<file path="src/rtl/approx_mult_pkg.sv">
// Shared definitions for the approximate multiplier pipeline: mode encodings
// and the delivered-result counter width.
package approx_mult_pkg;

  typedef enum logic {
    MODE_EXACT  = 1'b0,
    MODE_APPROX = 1'b1
  } mode_e;

  localparam int CNT_W = 16;

endpackage

</file>
<file path="src/rtl/approx_pp_trunc.sv">
// Combinational low-row partial-product summation: the exact sum of rows i<L
// and the truncated sum that keeps only bits landing in columns >= WIDTH-1.
module approx_pp_trunc #(
  parameter int WIDTH = 8,
  parameter int L     = 4
) (
  input  logic [WIDTH-1:0]   x,
  input  logic [WIDTH-1:0]   y,
  output logic [2*WIDTH-1:0] s_trunc,
  output logic [2*WIDTH-1:0] s_exact
);

  localparam int PW = 2 * WIDTH;

  always_comb begin
    // NOTE: every output gets a default before the loops so no path through
    // this block leaves a value unassigned, which would infer a latch.
    s_trunc = '0;
    s_exact = '0;
    for (int i = 0; i < L; i++) begin
      for (int j = 0; j < WIDTH; j++) begin
        if (x[i] && y[j]) begin
          s_exact = s_exact + (PW'(1) << (i + j));
          if (i + j >= WIDTH - 1) begin
            s_trunc = s_trunc + (PW'(1) << (i + j));
          end
        end
      end
    end
  end

endmodule

</file>
<file path="src/rtl/approx_mult_pipe.sv">
// Two-stage valid/ready unsigned multiplier with a selectable approximate mode
// that drops low-row partial-product bits below column WIDTH-1.
module approx_mult_pipe
  import approx_mult_pkg::*;
#(
  parameter int WIDTH = 8,
  parameter int L     = 4
) (
  input  logic               clk,
  input  logic               rst_n,
  input  logic               in_valid,
  output logic               in_ready,
  input  logic [WIDTH-1:0]   x,
  input  logic [WIDTH-1:0]   y,
  input  logic               mode,
  output logic               out_valid,
  input  logic               out_ready,
  output logic [2*WIDTH-1:0] z,
  output logic               z_mode,
  output logic [CNT_W-1:0]   approx_cnt
);

  localparam int PW = 2 * WIDTH;

  logic [WIDTH-1:0] x_hi;
  logic [PW-1:0]    hi_prod;
  logic [PW-1:0]    s_trunc;
  logic [PW-1:0]    s_exact;
  logic [PW-1:0]    low_sel;
  logic             s2_adv;

  logic             s1_valid;
  logic [PW-1:0]    s1_hi;
  logic [PW-1:0]    s1_low;
  mode_e            s1_mode;

  approx_pp_trunc #(
    .WIDTH (WIDTH),
    .L     (L)
  ) u_pp (
    .x       (x),
    .y       (y),
    .s_trunc (s_trunc),
    .s_exact (s_exact)
  );

  // Rows i>=L are always exact: y * x[WIDTH-1:L], realigned to weight 2^L.
  assign x_hi    = x >> L;
  assign hi_prod = (PW'(y) * PW'(x_hi)) << L;
  assign low_sel = (mode == MODE_APPROX) ? s_trunc : s_exact;

  assign s2_adv   = !out_valid || out_ready;
  assign in_ready = !s1_valid || s2_adv;

  // NOTE: the data registers are reset along with the valid bits so z and
  // z_mode read as zero out of reset rather than holding stale operands.
  always_ff @(posedge clk or negedge rst_n) begin
    if (!rst_n) begin
      s1_valid   <= 1'b0;
      s1_hi      <= '0;
      s1_low     <= '0;
      s1_mode    <= MODE_EXACT;
      out_valid  <= 1'b0;
      z          <= '0;
      z_mode     <= 1'b0;
      approx_cnt <= '0;
    end else begin
      // NOTE: non-blocking assignments let S2 capture the old S1 contents in
      // the same edge that S1 loads a new beat.
      if (in_ready) begin
        s1_valid <= in_valid;
        if (in_valid) begin
          s1_hi   <= hi_prod;
          s1_low  <= low_sel;
          s1_mode <= mode_e'(mode);
        end
      end
      if (s2_adv) begin
        out_valid <= s1_valid;
        if (s1_valid) begin
          z      <= s1_hi + s1_low;
          z_mode <= s1_mode;
        end
      end
      if (out_valid && out_ready && (z_mode == MODE_APPROX) && (approx_cnt != '1)) begin
        approx_cnt <= approx_cnt + CNT_W'(1);
      end
    end
  end

endmodule

</file>
<file path="config.mk">
export PLATFORM = sky130hd
export DESIGN_NAME = approx_mult_pipe
export DESIGN_NICKNAME = d
export VERILOG_FILES = /design/src/rtl/approx_mult_pkg.sv /design/src/rtl/approx_pp_trunc.sv /design/src/rtl/approx_mult_pipe.sv
export SDC_FILE = /design/constraint.sdc
export NUM_CORES = 1
export LEC_CHECK = 0
export ABC_AREA = 1
export BUFFER_PORTS_ARGS = -buffer_cell sky130_fd_sc_hd__buf_2
export CAP_MARGIN = 10
export CORE_MARGIN = 2
export CORE_UTILIZATION = 45
export DETAILED_ROUTE_END_ITERATION = 8
export HOLD_SLACK_MARGIN = 0.08
export PLACE_DENSITY = 0.66
export SYNTH_ARGS = -nofsm -noshare
export SYNTH_HDL_FRONTEND = slang
export SYNTH_SLANG_ARGS = --single-unit
</file>
<file path="constraint.sdc">
create_clock -name clk -period 3.45 [get_ports clk]
set_input_delay 0.1725 -clock clk [delete_from_list [all_inputs] [get_ports clk]]
set_output_delay 0.1725 -clock clk [all_outputs]
set_load 0.1 [all_outputs]
</file>
======== Word-level counts from Yosys, hierarchy flattened ========
Cells that the tools add are included.
storage, ports and cells
  memory bits (read-only) ................. 0
  latch bits .............................. 0
  bits in writable memories ............... 0
  word-level logic and storage cells ...... 136
  output and inout port bits .............. 35
  bits in registers ....................... 64
  input port bits ......................... 21
  memories kept ........................... 0
operators by class
  bitwise operators ....................... 0
  shift-type cells ........................ 0
  reduce and logical (&&, ||, !) cells .... 41
  eq/ne operators ......................... 1
  div/mod/pow operators ................... 0
  $lt $le $gt $ge ......................... 0
  muxes and demuxes ....................... 43
  add/subtract/negate cells ............... 42
  $mul .................................... 1
operator list
  cell                    number
  $mux 16                 41
  $add 16x8->16 const B   6
  $add 16x9->16 const B   6
  $add 16x10->16 const B  4
  $add 16x4->16 const B   4
  $add 16x5->16 const B   4
  $add 16x6->16 const B   4
  $add 16x7->16 const B   4
  $add 16x3->16 const B   3
  $logic_and 1x1->1       35
  $add 16x11->16 const B  2
  $add 16x1->16 const B   1
  $add 16x16->16          1
  $add 16x2->16 const B   1
  $ne 16x16->1 const B    1
  $mul 8x4->12            1
  $add 8x8->9 const B     1
  $mux 8                  1
  $reduce_and 2->1        2
  $add 1x2->3 const B     1
  $logic_not 1->1         2
  $logic_or 1x1->1        2
  $mux 1                  1

======== Logic depth before layout (Yosys ltp) ========
  depth in word-level cells ............... 65
  mapped depth ............................ 97
  mapped depth without buffers ............ 96

======== Modules after synthesis ========
From an unflattened synthesis, not the netlist that was laid out.
unflattened totals
  cell total of the unflattened synthesis .. 1709
  area total of the unflattened synthesis .. 9927.0 um2
modules (own cells, without submodules)
  module            area each (um2)  times used  sequential area each (um2)  cells an instance
  approx_pp_trunc   5464.0           1           0.0                         1084
  approx_mult_pipe  4463.0           1           1601.5                      625

======== Worst setup path after synthesis ========
Ideal clock, no wire load.
  path type ............................... input to register
  start point ............................. in x[1]
  end point ............................... reg s1_low[14]
  required time ........................... 3373 ps
  library setup time ...................... 77 ps
  cell stages on the path ................. 89
  buffers on the path ..................... 1
  arrival time ............................ 8785 ps
  setup slack ............................. -5413 ps
  cell sequence ........................... buf_4 -> nand2_4 -> nor2_8 -> nand2_2 -> nand2_2 -> nand2_1 -> inv_1 -> ha_1 -> nand2_1 -> inv_1 -> nand2_2 -> nand2_1 -> clkinv_2 -> ha_1 -> nand2_1 -> nand3b_2 -> nand2_1 -> inv_1 -> [... 53 more ...] -> nand3_1 -> nand2_1 -> inv_1 -> ha_1 -> inv_1 -> nor2_1 -> nand2_1 -> nand2_1 -> inv_1 -> ha_1 -> inv_1 -> nor2_1 -> inv_1 -> nor2_1 -> nand3_1 -> nand2_1 -> nand3_1 -> a21oi_1
on the way
  word-level cells in the longest chain between the ends .. 49
  elaborated cells between the ends (all ways) .. 73
  those cells by class .................... add/sub (31); mux (34); reduce/logical (8)
RTL lines
  what                  line                    source
  from (decl)           approx_mult_pipe.sv:13  input logic [WIDTH-1:0] x,
  $logic_and 1x1->1     approx_pp_trunc.sv:22   if (x[i] && y[j]) begin
  $mux 16               approx_pp_trunc.sv:22
  $add 16x3->16         approx_pp_trunc.sv:23   s_exact = s_exact + (PW'(1) << (i + j));
  $mux 16               approx_pp_trunc.sv:22
  $add 16x4->16         approx_pp_trunc.sv:23
  $mux 16               approx_pp_trunc.sv:22
  $add 16x5->16         approx_pp_trunc.sv:23
  $mux 16               approx_pp_trunc.sv:22
  [... 33 more ...]     --
  $mux 16               approx_pp_trunc.sv:22
  $add 16x9->16         approx_pp_trunc.sv:23
  $mux 16               approx_pp_trunc.sv:22
  $add 16x10->16        approx_pp_trunc.sv:23
  $mux 16               approx_pp_trunc.sv:22
  $add 16x11->16        approx_pp_trunc.sv:23
  $mux 16               approx_pp_trunc.sv:22
  $mux 16 *             approx_mult_pipe.sv:50  assign low_sel = (mode == MODE_APPROX) ? s_trunc : s_exact;
  to (signal assigned)  approx_mult_pipe.sv:74  s1_low <= low_sel;
  to (decl)             approx_mult_pipe.sv:34  logic [PW-1:0] s1_low;
Every way passes the cells marked *; elsewhere a longest branch is shown, timed or not.
A chain may end at the register's enable or synchronous reset.

======== Final worst setup path ========
  start point ............................. in x[0]
  end point ............................... reg s1_low[13]
on the way
  word-level cells in the longest chain between the ends .. 65
  elaborated cells between the ends (all ways) .. 91
  those cells by class .................... add/sub (40); mux (43); reduce/logical (8)
RTL lines
  what               line
  $logic_and 1x1->1  approx_pp_trunc.sv:22
  $mux 1             approx_pp_trunc.sv:22
  $add 1x2->3        approx_pp_trunc.sv:23
  $mux 16            approx_pp_trunc.sv:22
  $add 16x3->16      approx_pp_trunc.sv:23
  $mux 16            approx_pp_trunc.sv:22
  $add 16x4->16      approx_pp_trunc.sv:23
  $mux 16            approx_pp_trunc.sv:22
  [... 49 more ...]  --
  $mux 16            approx_pp_trunc.sv:22
  $add 16x9->16      approx_pp_trunc.sv:23
  $mux 16            approx_pp_trunc.sv:22
  $add 16x10->16     approx_pp_trunc.sv:23
  $mux 16            approx_pp_trunc.sv:22
  $add 16x11->16     approx_pp_trunc.sv:23
  $mux 16            approx_pp_trunc.sv:22
  $mux 16 *          approx_mult_pipe.sv:50
Marks and branches as above.

==> metrics.txt <==
RSZ-0062 raised after global routing true; layout cells sized above 1 0.448; H-Tree Depth 3; CTS Buf Count 9; syn_area_per_cell about 6.1 um^2; Die Wd between 100 and 150 um; Crit Path Class input port to register; GRT overflow 0; mapped cell area around 9000 um^2; power per cell area 389 nW/um^2; Via-to-Cell Ratio approximately 5.0; Synth Instances 1490; vias in the first global route between 10k and 15k; crit path max-delay cell type ha_4; VDD IR max around 0.0005 V; R2R depth 18; WP data required about 3.7 ns; Vias 10.8k; Cells after DPL 2064; setup violators final 11; Synth cell types 48; Final HPWL DP approximately 18 mm; failing checks negative setup slack; Port Buffers 55; min cycle time layout around 8 ns; largest net degree at the start of global routing 43; first-pass GRT wire length 43.1 mm; routability cong. approximately 0.83; Hold Fails Final Rpt 0; Ant. Diodes 0; Critical Path End Type register; Final nets 1993; Area Growth Syn to Fin 57.7%; cell type with the largest total area after synthesis nand2_1; commonest non-fill, non-tap cells in the layout buf_4 (350), nand2_1 (332), inv_1 (199), nor2_1 (138), nand2_2 (117); hold path startpoint out_ready; leak pwr between 7 and 8 nW; Arrival @ worst endpoint between 8 and 9 ns; io pins 56; Pwr Total between 0.005 and 0.006 W; top cell type's share of synthesized area 0.184; cell area after placement between 10000 and 15000 um^2; Site Rows ~50; startpoint types input port; reg2reg start s1_low[4]$_DFFE_PN0P_; CTS root buffer clkbuf_16; GRT Overall Usage 0.233; flops & latches, synth between 60 and 70; crit path max fanout 3; yosys warns 0; DIE HEIGHT about 150 um; routed len/inst 12.4 um; leading post-synthesis cells by cell area nand2_1 (18%), dfrtp_1 (18%), inv_1 (9.6%); drt pass-1 iters 5; actual slew at the worst max-slew pin about 0.97 ns; final worst slack -4.58 ns; non-filler cells, final around 2.2k; die area approximately 21000 um^2; Max clock buf depth 2; hold path depth 4; clock transition at the registers of the reported paths ~0.06 ns; most frequent CP cell nand2_4; DRT Wirelength ~27 mm; # clock sinks 64; core footprint around 20000 um^2; slew margin rel. 0.349; highest cell delay on the worst timing path approximately 0.27 ns; total negative slack -39.47 ns; Initial Util 0.460; commonest non-fill, non-tap cell in the layout buf_4; Detailed Route Iter0 Violations approximately 440; Seq/Total Area, Yosys 0.178; f_max around 0.12 GHz; DRT antenna net count 0; Worst Skew approximately 0.013 ns; post-route cell area 14200 um^2; max-slew violations 0; DRC violations left 0; Crit. Startpoint x[0]; Tcrit/Tclk final 2.33; Post-Syn Nets roughly 1.6k; HP Class input port to register; worst skew pair latency 0.33 ns; CTS tree yes; Max Cap Viol 0; status finished, violations left; initial antenna violation count 0
==> logic make-up after synthesis <==
family	synth area share
AO/OA/AOI/OAI	0.0811
XOR/XNOR	0.0368
adder cells (fa/ha/maj)	0.113
buffers and inverters	0.122
flip-flops	0.178
AND/OR/NAND/NOR	0.469
==> state kept, by name, indices dropped and copies added, names as in the netlist <==
register and flops:
s1_mode 1, approx_cnt 16, z_mode 1, s1_valid 1, z 16, s1_low 16, out_valid 1, s1_hi 12
==> final timing paths <==
| path | to | slack, ns |
|---|---|---|
| max in group asynchronous | s1_hi[9]$_DFFE_PN0P_ | 2.09 |
| worst max register to register | z[14]$_DFFE_PN0P_ | 0.53 |
| worst min-delay path | out_valid$_DFFE_PN0P_ | 0.14 |
| min in group asynchronous | approx_cnt[13]$_DFFE_PN0P_ | 0.50 |
| worst min register to register | z[10]$_DFFE_PN0P_ | 0.47 |
| worst max-delay path | s1_low[13]$_DFFE_PN0P_ | -4.58 |
==> stage by stage <==
| step | setup slack [ns] | util | hold slack [ns] |
|---|---|---|---|
| after floorplan | -4.91 | - | -0.123 |
| after global placement | -4.90 | 0.609 | 0.349 |
| after detailed placement | -5.23 | 0.609 | 0.348 |
| after CTS | -4.47 | 0.682 | 0.131 |
| after global routing | -5.17 | 0.726 | 0.158 |
| final | -4.58 | 0.726 | 0.139 |
==> power by group <==
group          internal, W  leakage [nW]  total (W)  switching, W
clock network     0.000714         0.171    0.00106      0.000349
logic              0.00117          6.57    0.00338       0.00221
registers         0.000953         0.809    0.00109      0.000139
==> metal layers <==
layer	routed length (um)	global-route usage
met3	565	0.0210
met2	14600	0.457
met5	0	0
met1	11000	0.268
met4	759	0.0642
==> cell usage after synthesis (all sizes together) <==
cell	count
inv	256
o22a	1
o21a	2
nor4	3
o31ai	12
a21oi	21
ha	59
nand3b	19
and3	1
nand3	144
clkbuf	15
nand4	24
o32ai	2
a311oi	1
clkinv	8
nor3b	1
xor2	27
nand2	508
or2	9
buf	9
o211ai	3
o21bai	2
o22ai	2
nor3	12
a31oi	6
o21ai	75
dfrtp	64
nor2	180
xnor2	10
fa	14
==> critical path: cells and delay by family <==
| family | cells | cell delay [ns] |
|---|---|---|
| compound gates | 2 | 0.22 |
| fa+ha+maj | 10 | 1.93 |
| buf+inv | 18 | 0.89 |
| simple gates | 60 | 5.01 |
==> layout make-up <==
class | instances | area [um^2]
Fill cell | 1490 | 5370
Tap cell | 265 | 332
Inverter | 264 | 1020
Multi-Input combinational cell | 1138 | 7780
Clock buffer | 9 | 225
Clock inverter | 7 | 125
Sequential cell | 64 | 1600
Timing Repair Buffer | 422 | 3140
==> repair_timing <==
action | in CTS | in global routing
hold buffers | 1 | 0
gates resized for setup | 155 | 177
buffers inserted | 67 | 22
setup endpoints to repair | 12 | 13
pin swaps | 125 | 132
endpoints found under the hold margin | 41 | 0
No activity file was read; power rests on OpenSTA's default activity.
